[src/rtl/echo_line_capture.sv]
// Captures one echo line per Pr_Gate rise: averages DECIM ADC samples per output and tags the line.
// Latency: out_valid is registered one cycle after the completing adc_valid. No backpressure; the source free-runs.
module echo_line_capture #(
    parameter int DATA_W      = 10,
    parameter int DECIM       = 4,
    parameter int MAX_SAMPLES = 512
) (
    input  logic              clk,
    input  logic              reset_n,
    input  logic [7:0]        Line_Num,
    input  logic [1:0]        Focus_Num,
    input  logic              Pr_Gate,
    input  logic              Sample_Gate,
    input  logic              End_Gate,
    input  logic [DATA_W-1:0] adc_data,
    input  logic              adc_valid,
    output logic [DATA_W-1:0] out_data,
    output logic              out_valid,
    output logic              out_first,
    output logic [7:0]        line_id,
    output logic [1:0]        focus_id,
    output logic [9:0]        sample_cnt,
    output logic              line_done,
    output logic              overrun_err
);
    localparam int LOG_D = $clog2(DECIM);
    localparam int ACC_W = DATA_W + LOG_D;
    localparam int GRP_W = (DECIM > 1) ? LOG_D : 1;
    localparam logic [GRP_W-1:0] GRP_LAST = GRP_W'(DECIM - 1);
    localparam logic [9:0]       MAX_CNT  = 10'(MAX_SAMPLES);

    typedef enum logic [1:0] {IDLE, ARMED, CAPTURE, DONE} state_t;

    state_t            state_q, state_d;
    logic              pr_prev_q;
    logic              pend_q, pend_d;
    logic [ACC_W-1:0]  acc_q, acc_d;
    logic [GRP_W-1:0]  grp_q, grp_d;
    logic [DATA_W-1:0] out_data_q, out_data_d;
    logic              out_valid_q, out_valid_d;
    logic              out_first_q, out_first_d;
    logic [7:0]        line_id_q, line_id_d;
    logic [1:0]        focus_id_q, focus_id_d;
    logic [9:0]        cnt_q, cnt_d;
    logic              line_done_q, line_done_d;
    logic              overrun_q, overrun_d;

    logic              pr_rise;
    logic              take;
    logic [ACC_W-1:0]  sum;

    always_comb begin
        pr_rise     = Pr_Gate & ~pr_prev_q;
        take        = (state_q == CAPTURE) && Sample_Gate && adc_valid;
        sum         = acc_q + ACC_W'(adc_data);

        state_d     = state_q;
        pend_d      = pend_q;
        acc_d       = acc_q;
        grp_d       = grp_q;
        out_data_d  = out_data_q;
        out_valid_d = 1'b0;
        out_first_d = 1'b0;
        line_id_d   = line_id_q;
        focus_id_d  = focus_id_q;
        cnt_d       = cnt_q;
        overrun_d   = overrun_q;

        case (state_q)
            IDLE: begin
                // A rise seen during DONE is honoured here, one cycle late.
                if (pr_rise || pend_q) begin
                    line_id_d  = Line_Num;
                    focus_id_d = Focus_Num;
                    cnt_d      = '0;
                    acc_d      = '0;
                    grp_d      = '0;
                    pend_d     = 1'b0;
                    state_d    = ARMED;
                end
            end
            ARMED: begin
                if (pr_rise)
                    overrun_d = 1'b1;
                if (End_Gate)
                    state_d = DONE;
                else if (Sample_Gate)
                    state_d = CAPTURE;
            end
            CAPTURE: begin
                if (pr_rise)
                    overrun_d = 1'b1;
                if (take) begin
                    if (grp_q == GRP_LAST) begin
                        out_data_d  = DATA_W'(sum >> LOG_D);
                        out_valid_d = 1'b1;
                        out_first_d = (cnt_q == 10'd0);
                        cnt_d       = cnt_q + 10'd1;
                        acc_d       = '0;
                        grp_d       = '0;
                    end else begin
                        acc_d = sum;
                        grp_d = grp_q + 1'b1;
                    end
                end
                // Termination uses the post-increment count so a completing group is still emitted.
                if (!Sample_Gate || End_Gate || (cnt_d == MAX_CNT)) begin
                    state_d = DONE;
                    acc_d   = '0;
                    grp_d   = '0;
                end
            end
            DONE: begin
                if (pr_rise)
                    pend_d = 1'b1;
                state_d = IDLE;
            end
            default: state_d = IDLE;
        endcase

        line_done_d = (state_d == DONE);
    end

    always_ff @(posedge clk or negedge reset_n) begin
        if (!reset_n) begin
            state_q     <= IDLE;
            pr_prev_q   <= 1'b0;
            pend_q      <= 1'b0;
            acc_q       <= '0;
            grp_q       <= '0;
            out_data_q  <= '0;
            out_valid_q <= 1'b0;
            out_first_q <= 1'b0;
            line_id_q   <= '0;
            focus_id_q  <= '0;
            cnt_q       <= '0;
            line_done_q <= 1'b0;
            overrun_q   <= 1'b0;
        end else begin
            state_q     <= state_d;
            pr_prev_q   <= Pr_Gate;
            pend_q      <= pend_d;
            acc_q       <= acc_d;
            grp_q       <= grp_d;
            out_data_q  <= out_data_d;
            out_valid_q <= out_valid_d;
            out_first_q <= out_first_d;
            line_id_q   <= line_id_d;
            focus_id_q  <= focus_id_d;
            cnt_q       <= cnt_d;
            line_done_q <= line_done_d;
            overrun_q   <= overrun_d;
        end
    end

    assign out_data    = out_data_q;
    assign out_valid   = out_valid_q;
    assign out_first   = out_first_q;
    assign line_id     = line_id_q;
    assign focus_id    = focus_id_q;
    assign sample_cnt  = cnt_q;
    assign line_done   = line_done_q;
    assign overrun_err = overrun_q;

endmodule

[config.mk]
export PLATFORM = sky130hd
export DESIGN_NAME = echo_line_capture
export DESIGN_NICKNAME = d
export VERILOG_FILES = /design/src/rtl/echo_line_capture.sv
export SDC_FILE = /design/constraint.sdc
export NUM_CORES = 1
export LEC_CHECK = 0
export ABC_AREA = 1
export CORE_AREA = 2 2 101 103
export CTS_CLUSTER_DIAMETER = 100
export DETAILED_ROUTE_END_ITERATION = 6
export DIE_AREA = 0 0 103 105
export GPL_ROUTABILITY_DRIVEN = 0
export GPL_TIMING_DRIVEN = 0
export PLACE_DENSITY = 0.64
export REMOVE_ABC_BUFFERS = 1
export SKIP_LAST_GASP = 1
export SLEW_MARGIN = 10
export SYNTH_ARGS = -nofsm -noshare
export SYNTH_HDL_FRONTEND = slang
export SYNTH_SLANG_ARGS = --single-unit
[constraint.sdc]
create_clock -name clk -period 5.6 [get_ports clk]
set_input_delay 1.12 -clock clk [delete_from_list [all_inputs] [get_ports clk]]
set_output_delay 1.12 -clock clk [all_outputs]
set_load 0.03 [all_outputs]
# [After elaboration in Yosys (flattened, before gate mapping)]
# Index checks and enable logic that the tools add are counted.
[totals] reg_bits=52 output_inout_bits=34
[op_classes] add_sub_neg=3 n_eq_ne=9 mux=29 bitwise=2 reduce_logical=17
[ops] cell="$mux 12" count=4
[ops] cell="$mux 10" count=4
[ops] cell="$pmux 12 s2" count=1
[ops] cell="$pmux 10 s2" count=1
[ops] cell="$mux 2" count=8
[ops] cell="$add 12x10->12" count=1
[ops] cell="$add 10x1->10 const B" count=1
[ops] cell="$eq 10x10->1 const B" count=1
[ops] cell="$logic_not 10->1" count=1
[ops] cell="$reduce_and 3->1" count=3
[ops] cell="$eq 2x2->1 const B" count=4
[ops] cell="$mux 1" count=8
[ops] cell="$pmux 2 s4" count=1
[ops] cell="$reduce_and 2->1" count=3
[ops] cell="$ne 2x2->1 const B" count=2
[ops] cell="$pmux 2 s2" count=1
[ops] cell="$reduce_bool 2->1" count=2
[ops] cell="$logic_or 1x1->1" count=3
[ops] cell="$ne 3x2->1 const B" count=1
[ops] cell="$add 2x1->2 const B" count=1
[ops] cell="$eq 2x1->1 const B" count=1
[ops] cell="$logic_and 1x1->1" count=2
[ops] cell="$logic_not 2->1" count=1
[ops] cell="$pmux 1 s2" count=1
[ops] cell="4 further kinds" count=4

# [Longest topological paths before layout]
# Gate-level depths: netlist of the first run.
[depth] depth_word=10 mapped_depth=17 depth_no_buf=16

# [Worst setup path after synthesis of the first run]
# Ideal clock, no wire load.
[synth_timing] kind="input to register" startpoint="input port adc_data[0]" endpoint="register acc_q[8]" setup_ps=74 t_arrival_ps=2456 required_time_ps=5526 path_slack_ps=3070 stages=11 path_buffers=0 cell_sequence="ha_1 -> fa_1 -> inv_1 -> o21ai_0 -> nand4_1 -> nand2_1 -> nand2_1 -> nand2_1 -> nor2_1 -> nand4_1 -> o21ai_2"
[synth_via] elab_chain_cells=5
[synth_rtl] element="start, declared" line="15" text="input logic [DATA_W-1:0] adc_data,"
[synth_rtl] element="$add 12x10->12" line="55" text="sum = acc_q + ACC_W'(adc_data);"
[synth_rtl] element="$mux 12" line="94" text="if (grp_q == GRP_LAST) begin"
[synth_rtl] element="$mux 12" line="93" text="if (take) begin"
[synth_rtl] element="$mux 12" line="107" text="if (!Sample_Gate || End_Gate || (cnt_d == MAX_CNT)) begin"
[synth_rtl] element="$pmux 12 s2" line="69" text="case (state_q)"
[synth_rtl] element="end signal, assigned" line="129" text="acc_q <= '0;"
[synth_rtl] element="end signal, assigned" line="143" text="acc_q <= acc_d;"
[synth_rtl] element="end, declared" line="37" text="logic [ACC_W-1:0] acc_q, acc_d;"
# Every way passes these cells. The select of a mux whose other input is x is not followed.
# A chain may end at the register's enable or synchronous reset.

# [Worst setup path after layout of the first run]
[layout_timing] startpoint="input port Sample_Gate" endpoint="register acc_q[4]"
[layout_via] elab_chain_cells=8 elab_cells_between_ends=12 classes_between="2 x eq/ne; 4 x mux; 6 x reduce/logical"
[layout_rtl] element="start, declared" line="13" text="input logic Sample_Gate,"
[layout_rtl] element="$logic_and 1x1->1 (2 in a row)" line="54" text="take = (state_q == CAPTURE) && Sample_Gate && adc_valid;"
[layout_rtl] element="$mux 10" line="93"
[layout_rtl] element="$mux 10" line="69"
[layout_rtl] element="$eq 10x10->1" line="107"
[layout_rtl] element="$logic_or 1x1->1" line="107"
[layout_rtl] element="$ne 3x2->1 (no line) / $mux 12 (equally long branches)"
[layout_rtl] element="$reduce_and 3->1 (no line) / $pmux 12 s2 (equally long branches)"
# Several ways; a longest one is shown, not always the timed one. The select of a mux whose other input is x is not followed.

==> flow_metrics.py, run 1 <==
metrics = {
    "critical_path": {
        "path_cells": "clkdlybuf4s50_1 -> nand3_2 -> nor2_4 -> nand2_1 -> nand2_1 -> clkinv_1 -> nand3_1 -> nor2_2 -> nand2_4 -> nand3_4 -> nand2_8 -> nand2_1 -> o21ai_2",
        "arrival_ns": 3.36,
        "r2r_setup_slack_ns": 2.57,
        "reg2reg_to": "acc_q[4]",
        "reg2reg_depth": 14,
        "crit_type": "primary input to flop",
        "crit_path_end_kind": "flop",
        "r2r_start": "state_q[0]",
        "startpoint_type": "primary input",
        "cpMaxStageDelayCell": "clkdlybuf4s50_1",
        "crit_top_cell": "nand2_1",
        "cp_max_fo": 28,
        "critPathRequiredTime_ns": 5.85,
        "cpPeakStageDelay_ns": 0.57,
    },
    "cts": {
        "h-tree-depth": 2,
        "cts-root-buf": "clkbuf_8",
        "cts_sinks": 52,
        "tritoncts": "yes",
        "cts_buffers": 5,
        "postCtsResizedCells": 0,
        "path_clk_slew_ns": 0.10,
        "ctsHoldBuffers": 0,
        "clk_latency_ns": 0.32,
        "cts_setup_buffers": 0,
        "cts_buffer_depth": 2,
    },
    "power": {
        "total_power_uw": 1280,
        "vdd_drop_max_uv": 186,
        "p_leak_uw": 0.00183,
        "p_per_area_mw_per_mm2": 323,
    },
    "sta": {
        "finClkSkew_ns": 0.0142,
        "setup-tns-final_ns": 0,
        "min_period_ns": 3.12,
        "hold_violations": 0,
        "slew_violations": 0,
        "setup_viol": 0,
        "tightest_slew_ns": 0.783,
        "rsz0062_at_grt": "no",
        "fin_crit_sh_pct": 55.7,
        "fmax_ghz": 0.321,
        "slew_headroom_pct": 47.7,
    },
    "yosys": {
        "syn_inst": 367,
        "synth.distinct_cells": 40,
        "yosys.area.top_type_share_pct": 41.1,
        "ys_warn_count": 0,
        "synthAdderAreaFrac_pct": 7.75,
        "synth_top_family_by_area": "simple AND/OR/NAND/NOR gates",
        "muxShareOfSynthArea_pct": 3.56,
        "netlist_area_sq_mm": 0.00316,
        "synth_compound_area_share_pct": 11.3,
        "synth_seq_area_share_pct": 41.1,
        "synth_top_cell_by_area": "dfrtp_1",
        "synth-xor-area-share_pct": 1.66,
        "ys_ff_latch": 52,
        "synth_simple_gate_area_share_pct": 27.3,
        "syn_area_per_cell_sq_um": 8.62,
        "ys_top_cells_by_area": "dfrtp_1 (41%), nand2_1 (9.7%), ha_1 (7.1%)",
    },
    "worst_hold_path": {
        "min_path_type": "flop to flop",
        "hold_path_depth": 2,
        "holdPathEnd": "out_data[3]",
        "hp-start": "out_data[3]",
    },
    "route": {
        "initialDrtViolationCount": 112,
        "firstDrtPassIters": 6,
        "totalWireLength_mm": 7.15,
        "wl_per_cell_microns": 12.8,
        "drc_errors": 0,
        "num_vias": 2606,
        "vias_per_cell": 4.68,
        "final_antenna_net_count": 0,
    },
    "placed_design": {
        "port_buffers": 59,
        "hpwl_mm": 5.25,
    },
    "final_layout": {
        "fillers": 1006,
        "syn_to_final_growth_pct": 25.2,
        "fin_nets": 468,
        "layout-drive-gt1-share_pct": 15.3,
        "diodes": 0,
    },
    "grt": {
        "globalRoute.totalOverflow": 0,
        "grt_pass1_wl_mm": 12.4,
        "grt_max_degree": 30,
        "grt_use_total_pct": 14.1,
        "antenna_found_initial": 0,
        "grt_pass1_vias": 2637,
    },
    "floorplan": {
        "core-area_sq_mm": 0.00964,
        "row_count": 36,
        "initial_core_util_pct": 32.8,
        "io_pins": 60,
        "die_width_microns": 103,
        "fp.dieH_microns": 105,
        "die_area_sq_mm": 0.0108,
    },
    "job": {
        "cap_violations": 0,
    },
    "status": {
        "status": "finished, final reports clean",
    },
}
-- metrics by stage --
stage	setup slack (ns)	utilization (%)	cell area, sq um	hold slack, ns	instances
5_1_grt	2.29	41.1	3960	0.525	557
3_5_place_dp	2.08	40.1	3860	0.462	549
2_1_floorplan	3.05	-	3090	0.459	356
4_1_cts	2.41	41.1	3960	0.499	557
6_report	2.48	41.1	3960	0.490	557
3_3_place_gp	1.76	39.9	3850	0.465	548
-- where the power goes --
| group | total (uW) | internal (uW) | switching (uW) |
|---|---|---|---|
| logic | 566 | 214 | 352 |
| clock network | 239 | 94.8 | 144 |
| registers | 477 | 438 | 38.3 |
-- final cells by class --
type                       instances  area, sq um  area share, %
inverter                          42          158           3.98
clock inverter                     3         28.8          0.726
multi-input combinational        262         1630           41.2
timing repair buffer              60          606           15.3
clock buffer                       5         68.8           1.74
sequential                        52         1300           32.8
tap                              133          166           4.20
-- sequential cells by signal, indices dropped and copies added (netlist names) --
name / cells
grp_q: 2
focus_id: 2
pr_prev_q: 1
state_q: 2
out_valid: 1
line_done: 1
line_id: 8
pend_q: 1
out_first: 1
out_data: 10
sample_cnt: 10
acc_q: 12
overrun_err: 1
-- cells in the mapped netlist, drive strengths merged --
cell     n
nand2   98
nand3b   1
a22oi    1
a31oi    1
nor4     2
o31ai    1
a22o     1
o22ai    8
nor2    27
nand3   22
a31o     1
o21bai   4
buf      6
inv     41
xnor2    1
a21oi    8
fa       1
xor2     5
dfrtp   52
o21ai   29
clkbuf   5
mux2    10
nand4   20
ha      18
clkinv   1
nor3     3
-- metal layers --
metal | global-route usage [%] | up-vias | part of all wire (%)
li1 | - | 1333 | -
met2 | 23.1 | 49 | 48
met1 | 19.1 | 1219 | 47
met4 | 2.82 | 0 | 0.69
met5 | 0 | - | 0
met3 | 2.74 | 5 | 4.0
-- worst max-delay path: cells and delay by family --
kind / cells / cell delay, ns
buf+inv: 2 / 0.64
simple gates: 10 / 1.51
compound gates: 1 / 0.06
-- cells by family after synthesis --
kind of cell	count (synthesis)
compound gates	54
xor+xnor	6
fa+ha+maj	19
buf+inv	53
flops	52
mux	10
simple gates	173
-- cells in the final DEF (no fill, tap or decap), types with 4 or more instances in the layout --
cell	netlist	layout
clkdlybuf4s50_1	0	58
ha_1	18	18
nor2_1	21	20
inv_1	38	38
nand2_2	13	13
nand2_1	82	82
xor2_1	5	5
dfrtp_1	52	52
o21ai_0	12	12
o21ai_2	14	14
nand4_1	20	20
nand3_1	18	18
nor2_2	4	5
clkbuf_8	0	5
mux2_2	10	10
o21bai_1	4	4
o22ai_1	8	8
a21oi_1	8	8
-- worst max-delay path by stage --
stage / start / end / slack [ns]
after floorplan: adc_data[0] / acc_q[8] / 3.05
after global placement: reset_n / sample_cnt[6] / 1.76
after detailed placement: Sample_Gate / grp_q[1] / 2.08
after CTS: Sample_Gate / acc_q[11] / 2.41
after global routing: Sample_Gate / acc_q[11] / 2.29
final: Sample_Gate / acc_q[4] / 2.48
No activity file was read; power rests on OpenSTA's default activity.
==> run 2: changes to the inputs <==
- clock period: 5.6 -> 2.96 ns (I/O delays scaled with it)
==> flow_metrics.py, run 2 (synthesis results as in run 1) <==
metrics = {
    "critical_path": {
        "crit_type": "flop to flop",
        "critPathRequiredTime_ns": 3.20,
        "cp_max_fo": 28,
        "cpMaxStageDelayCell": "dfrtp_1",
        "cp_num_buf_inv": 2,
        "path_cells": "inv_1 -> ha_4 -> nand3_2 -> nor2_4 -> nand2_1 -> nand2_1 -> clkinv_1 -> nand3_1 -> nor2_2 -> nand2_4 -> nand3_4 -> nand2_8 -> nand2_1 -> o21ai_2",
        "crit_path_end_kind": "flop",
        "crit_family": "simple AND/OR/NAND/NOR gates",
        "startpoint_type": "flop",
        "arrival_ns": 2.90,
        "crit_top_cell": "nand2_1",
        "cpPeakStageDelay_ns": 0.42,
    },
    "final_layout": {
        "layout-drive-gt1-share_pct": 15.8,
        "syn_to_final_growth_pct": 25.7,
        "max_flop_register": "acc_q",
        "fillers": 1003,
        "layout.cells.non_filler": 557,
        "fin_nets": 468,
        "largest_register_ffs": 12,
        "fin_util_pct": 41.3,
        "diodes": 0,
        "multi_input_area_sq_mm": 0.00165,
        "layout_commonest_cell": "nand2_1",
        "seq_area_sq_mm": 0.00130,
        "finalInstanceArea_sq_mm": 0.00398,
        "layout_common_cells": "nand2_1 (82), clkdlybuf4s50_1 (58), dfrtp_1 (52), inv_1 (38)",
    },
    "sta": {
        "hold_violations": 0,
        "fin_crit_sh_pct": 89.8,
        "min_period_ns": 2.66,
        "rsz0062_at_grt": "no",
        "tightest_slew_ns": 0.787,
        "finClkSkew_ns": 0.0127,
        "setup_viol": 0,
        "hold_ws_ns": 0.252,
        "slew_headroom_pct": 47.5,
        "slew_violations": 0,
        "fmax_ghz": 0.376,
    },
    "floorplan": {
        "die_width_microns": 103,
        "row_count": 36,
        "initial_core_util_pct": 32.8,
        "die_area_sq_mm": 0.0108,
        "io_pins": 60,
        "fp.dieH_microns": 105,
        "core-area_sq_mm": 0.00964,
    },
    "cts": {
        "cts_setup_buffers": 0,
        "h-tree-depth": 2,
        "cts_sinks": 52,
        "cts_buffers": 5,
        "clk_latency_ns": 0.32,
        "tritoncts": "yes",
        "path_clk_slew_ns": 0.11,
        "cts-root-buf": "clkbuf_8",
        "ctsHoldBuffers": 0,
        "cts_buffer_depth": 2,
    },
    "route": {
        "num_vias": 2630,
        "firstDrtPassIters": 7,
        "totalWireLength_mm": 7.15,
        "final_antenna_net_count": 0,
        "wl_per_cell_microns": 12.8,
        "drc_errors": 0,
        "initialDrtViolationCount": 134,
        "vias_per_cell": 4.72,
    },
    "job": {
        "cap_violations": 0,
    },
    "placed_design": {
        "port_buffers": 59,
        "hpwl_mm": 5.25,
        "placement.cell_area_sq_mm": 0.00386,
        "dp.cells": 549,
    },
    "power": {
        "p_leak_uw": 0.00183,
        "total_power_uw": 2440,
        "vdd_drop_max_uv": 352,
        "p_per_area_mw_per_mm2": 613,
    },
    "grt": {
        "grt_pass1_vias": 2637,
        "grt_max_degree": 30,
        "grt_use_total_pct": 14.1,
        "grt_pass1_wl_mm": 12.4,
        "globalRoute.totalOverflow": 0,
        "antenna_found_initial": 0,
    },
    "status": {
        "status": "finished, final reports clean",
    },
    "worst_hold_path": {
        "min_path_type": "primary input to async pin",
    },
}
==> run 2: area by class of cell <==
type                    count  share of cell area [%]
repair buffers             60                    15.2
well taps                 133                    4.18
inverters                  42                    3.96
flip-flops and latches     52                    32.7
clock inverters             3                   0.723
clock buffers               5                    1.73
multi-input cells         262                    41.5
==> run 2: worst paths after layout <==
check                      slack [ns]  cells after the start     endpoint         from
hold reg to reg                  0.49                      2  out_data[3]  out_data[3]
setup / recovery                 0.30                     14     acc_q[4]   state_q[0]
min in group clk                 0.49                      2  out_data[3]  out_data[3]
max in group asynchronous        2.14                      2    out_valid      reset_n
setup reg to reg                 0.30                     14     acc_q[4]   state_q[0]
hold / removal                   0.25                      1  out_data[1]      reset_n
==> run 2: power by group <==
part           switching, uW  total, uW  internal (uW)
clock                    272        451            179
combinational            669       1080            415
sequential              75.1        904            829
==> run 2: repair_timing <==
action / 4_1_cts / 5_1_grt
endpoints found under the setup margin: 14 / 14
gates resized for setup: 1 / 2
hold endpoints to repair: 0 / 0
==> run 2: routing by layer <==
layer | vias to the layer above | wire, microns | GRT usage, % | part of all wire, %
met5 | - | 0 | 0 | 0
met4 | 0 | 46 | 2.82 | 0.64
met3 | 5 | 295 | 2.74 | 4.1
met2 | 54 | 3420 | 23.1 | 48
met1 | 1236 | 3390 | 19.1 | 47
li1 | 1335 | - | - | -
==> run 2: per-stage QoR <==
stage          setup TNS (ns)  worst slack (ns)
2_1_floorplan               0             0.527
3_3_place_gp           -18.20            -0.352
3_5_place_dp           -0.580           -0.0633
4_1_cts                     0             0.141
5_1_grt                     0            0.0462
6_report                    0             0.302
==> run 3: changes to the inputs <==
- ABC_AREA: 1 -> not set
- CORE_AREA: 2 2 101 103 -> 2 2 97 99
- DIE_AREA: 0 0 103 105 -> 0 0 99 101
- PLACE_DENSITY: 0.64 -> 0.65
==> flow_metrics.py, run 3 <==
metrics = {
    "status": {
        "status": "finished, final reports clean",
    },
    "final_layout": {
        "syn_to_final_growth_pct": 30.9,
        "finalInstanceArea_sq_mm": 0.00380,
        "max_flop_register": "acc_q",
        "diodes": 0,
        "layout.cells.non_filler": 465,
        "layout-drive-gt1-share_pct": 12.4,
        "layout_common_cells": "clkdlybuf4s50_1 (58), dfrtp_1 (52), nand2_1 (34), o21ai_0 (20)",
        "largest_register_ffs": 12,
        "fin_nets": 398,
        "fin_util_pct": 42.4,
        "layout_commonest_cell": "clkdlybuf4s50_1",
    },
    "route": {
        "drc_errors": 0,
        "wl_per_cell_microns": 14.3,
        "firstDrtPassIters": 4,
        "initialDrtViolationCount": 94,
        "totalWireLength_mm": 6.64,
        "vias_per_cell": 5.14,
        "final_antenna_net_count": 0,
        "num_vias": 2390,
    },
    "floorplan": {
        "die_width_microns": 99,
        "initial_core_util_pct": 32.4,
        "row_count": 35,
        "io_pins": 60,
        "core-area_sq_mm": 0.00898,
        "fp.dieH_microns": 101,
        "die_area_sq_mm": 0.0100,
    },
    "yosys": {
        "synthAdderAreaFrac_pct": 8.43,
        "synth_edf_count": 0,
        "muxShareOfSynthArea_pct": 6.58,
        "synth_seq_area_share_pct": 44.8,
        "synth_compound_area_share_pct": 17.5,
        "synth-xor-area-share_pct": 3.92,
        "synth_simple_gate_area_share_pct": 15.9,
        "syn_inst": 287,
        "synth_top_family_by_area": "compound AO/OA/AOI/OAI gates",
        "async_flop_share_pct": 100,
        "ys_ff_latch": 52,
        "synth_top_cell_by_area": "dfrtp_1",
        "synth.distinct_cells": 47,
        "ys_top_cells_by_area": "dfrtp_1 (45%), ha_1 (7.7%), mux2_2 (6.6%)",
        "yosysMostFrequentCell": "dfrtp_1",
        "syn_area_per_cell_sq_um": 10.1,
        "synthTopCellsByCount": "dfrtp_1 (52), nand2_1 (34), o21ai_0 (20)",
        "ys_warn_count": 0,
        "yosys.area.top_type_share_pct": 44.8,
        "netlist_area_sq_mm": 0.00291,
        "ys.flop_type": "dfrtp_1",
    },
    "sta": {
        "rsz0062_at_grt": "yes",
        "finClkSkew_ns": 0.0132,
        "hold_violations": 0,
        "setup_viol": 0,
        "min_period_ns": 2.83,
        "slew_violations": 0,
        "setup-tns-final_ns": 0,
        "slew_headroom_pct": 54.1,
        "tightest_slew_ns": 0.681,
        "fmax_ghz": 0.353,
        "fin_crit_sh_pct": 95.7,
    },
    "grt": {
        "grt_pass1_wl_mm": 11.4,
        "globalRoute.totalOverflow": 0,
        "grt_pass1_vias": 2315,
        "antenna_found_initial": 0,
        "grt_use_total_pct": 14.0,
        "grt_max_degree": 30,
    },
    "cts": {
        "clk_latency_ns": 0.31,
        "tritoncts": "yes",
        "cts_buffer_depth": 2,
        "cts_sinks": 52,
        "cts_buffers": 5,
        "path_clk_slew_ns": 0.10,
        "h-tree-depth": 2,
        "cts-root-buf": "clkbuf_8",
    },
    "critical_path": {
        "crit_path_end_kind": "flop",
        "startpoint_type": "primary input",
        "critPathRequiredTime_ns": 3.17,
        "crit_type": "primary input to flop",
        "cp_max_fo": 15,
        "arrival_ns": 3.04,
    },
    "power": {
        "p_per_area_mw_per_mm2": 636,
        "vdd_drop_max_uv": 283,
        "total_power_uw": 2420,
        "p_leak_uw": 0.00168,
    },
    "placed_design": {
        "hpwl_mm": 4.76,
        "dp.cells": 450,
        "placement.cell_area_sq_mm": 0.00361,
        "port_buffers": 59,
    },
    "worst_hold_path": {
        "min_path_type": "primary input to async pin",
    },
    "job": {
        "cap_violations": 0,
    },
}
## run 3: final timing paths
| kind | slack, ns | from | cells after the start | end |
|---|---|---|---|---|
| setup / recovery | 0.13 | Sample_Gate | 10 | grp_q[0] |
| hold / removal | 0.31 | reset_n | 1 | pr_prev_q |
| setup reg to reg | 0.16 | state_q[0] | 11 | grp_q[0] |
| hold reg to reg | 0.48 | overrun_err | 1 | overrun_err |
| max in group asynchronous | 2.08 | reset_n | 2 | sample_cnt[8] |
| min in group clk | 0.48 | overrun_err | 1 | overrun_err |
## run 3: repair_timing
action                     4_1_cts  5_1_grt
pin swaps                        1        2
setup endpoints to repair       15       14
buffers inserted                 3        4
gates resized for setup          3        3
hold buffers                     0        0
## run 3: area by class of cell
cell class,count,area (sq um)
well taps,111,139
fillers,869,5170
inverters,12,47.5
repair buffers,67,671
flip-flops and latches,52,1300
clock inverters,2,13.8
clock buffers,6,82.6
multi-input cells,215,1550
## run 3: routing by layer
metal	vias up	part of all wire, %	routed length [microns]	global-route usage (%)
li1	1176	-	-	-
met1	1164	49	3240	18.8
met2	48	47	3100	23.1
met3	2	4.1	274	2.91
met4	0	0.38	25	3.58
met5	-	0	0	0
## run 3: worst max-delay path: stages
cell and delay [ns]:
clkdlybuf4s50_1 0.62, nand4_4 0.16, inv_4 0.19, nand2_1 0.08, or4b_4 0.50, a211oi_4 0.23, buf_4 0.18, a21oi_4 0.07
buf_12 0.16, mux2_2 0.26
## run 3: through the flow
stage / setup WS, ns / hold WS, ns
after floorplan: 0.191 / 0.296
after global placement: -0.720 / 0.441
after detailed placement: -0.727 / 0.452
after CTS: 0.000337 / 0.331
after global routing: -0.00533 / 0.357
final: 0.129 / 0.314
## run 3: cell families (layout without fill, tap and decap cells)
kind of cell    Yosys count  in the layout
mux                      17             17
xor+xnor                 13             13
flops                    52             52
fa+ha+maj                19             19
buf+inv                  20             87
compound gates           74             74
simple gates             92             92
## run 3: power breakdown
part / switching (uW) / internal [uW]
clock: 245 / 192
sequential: 73.5 / 825
combinational: 623 / 462
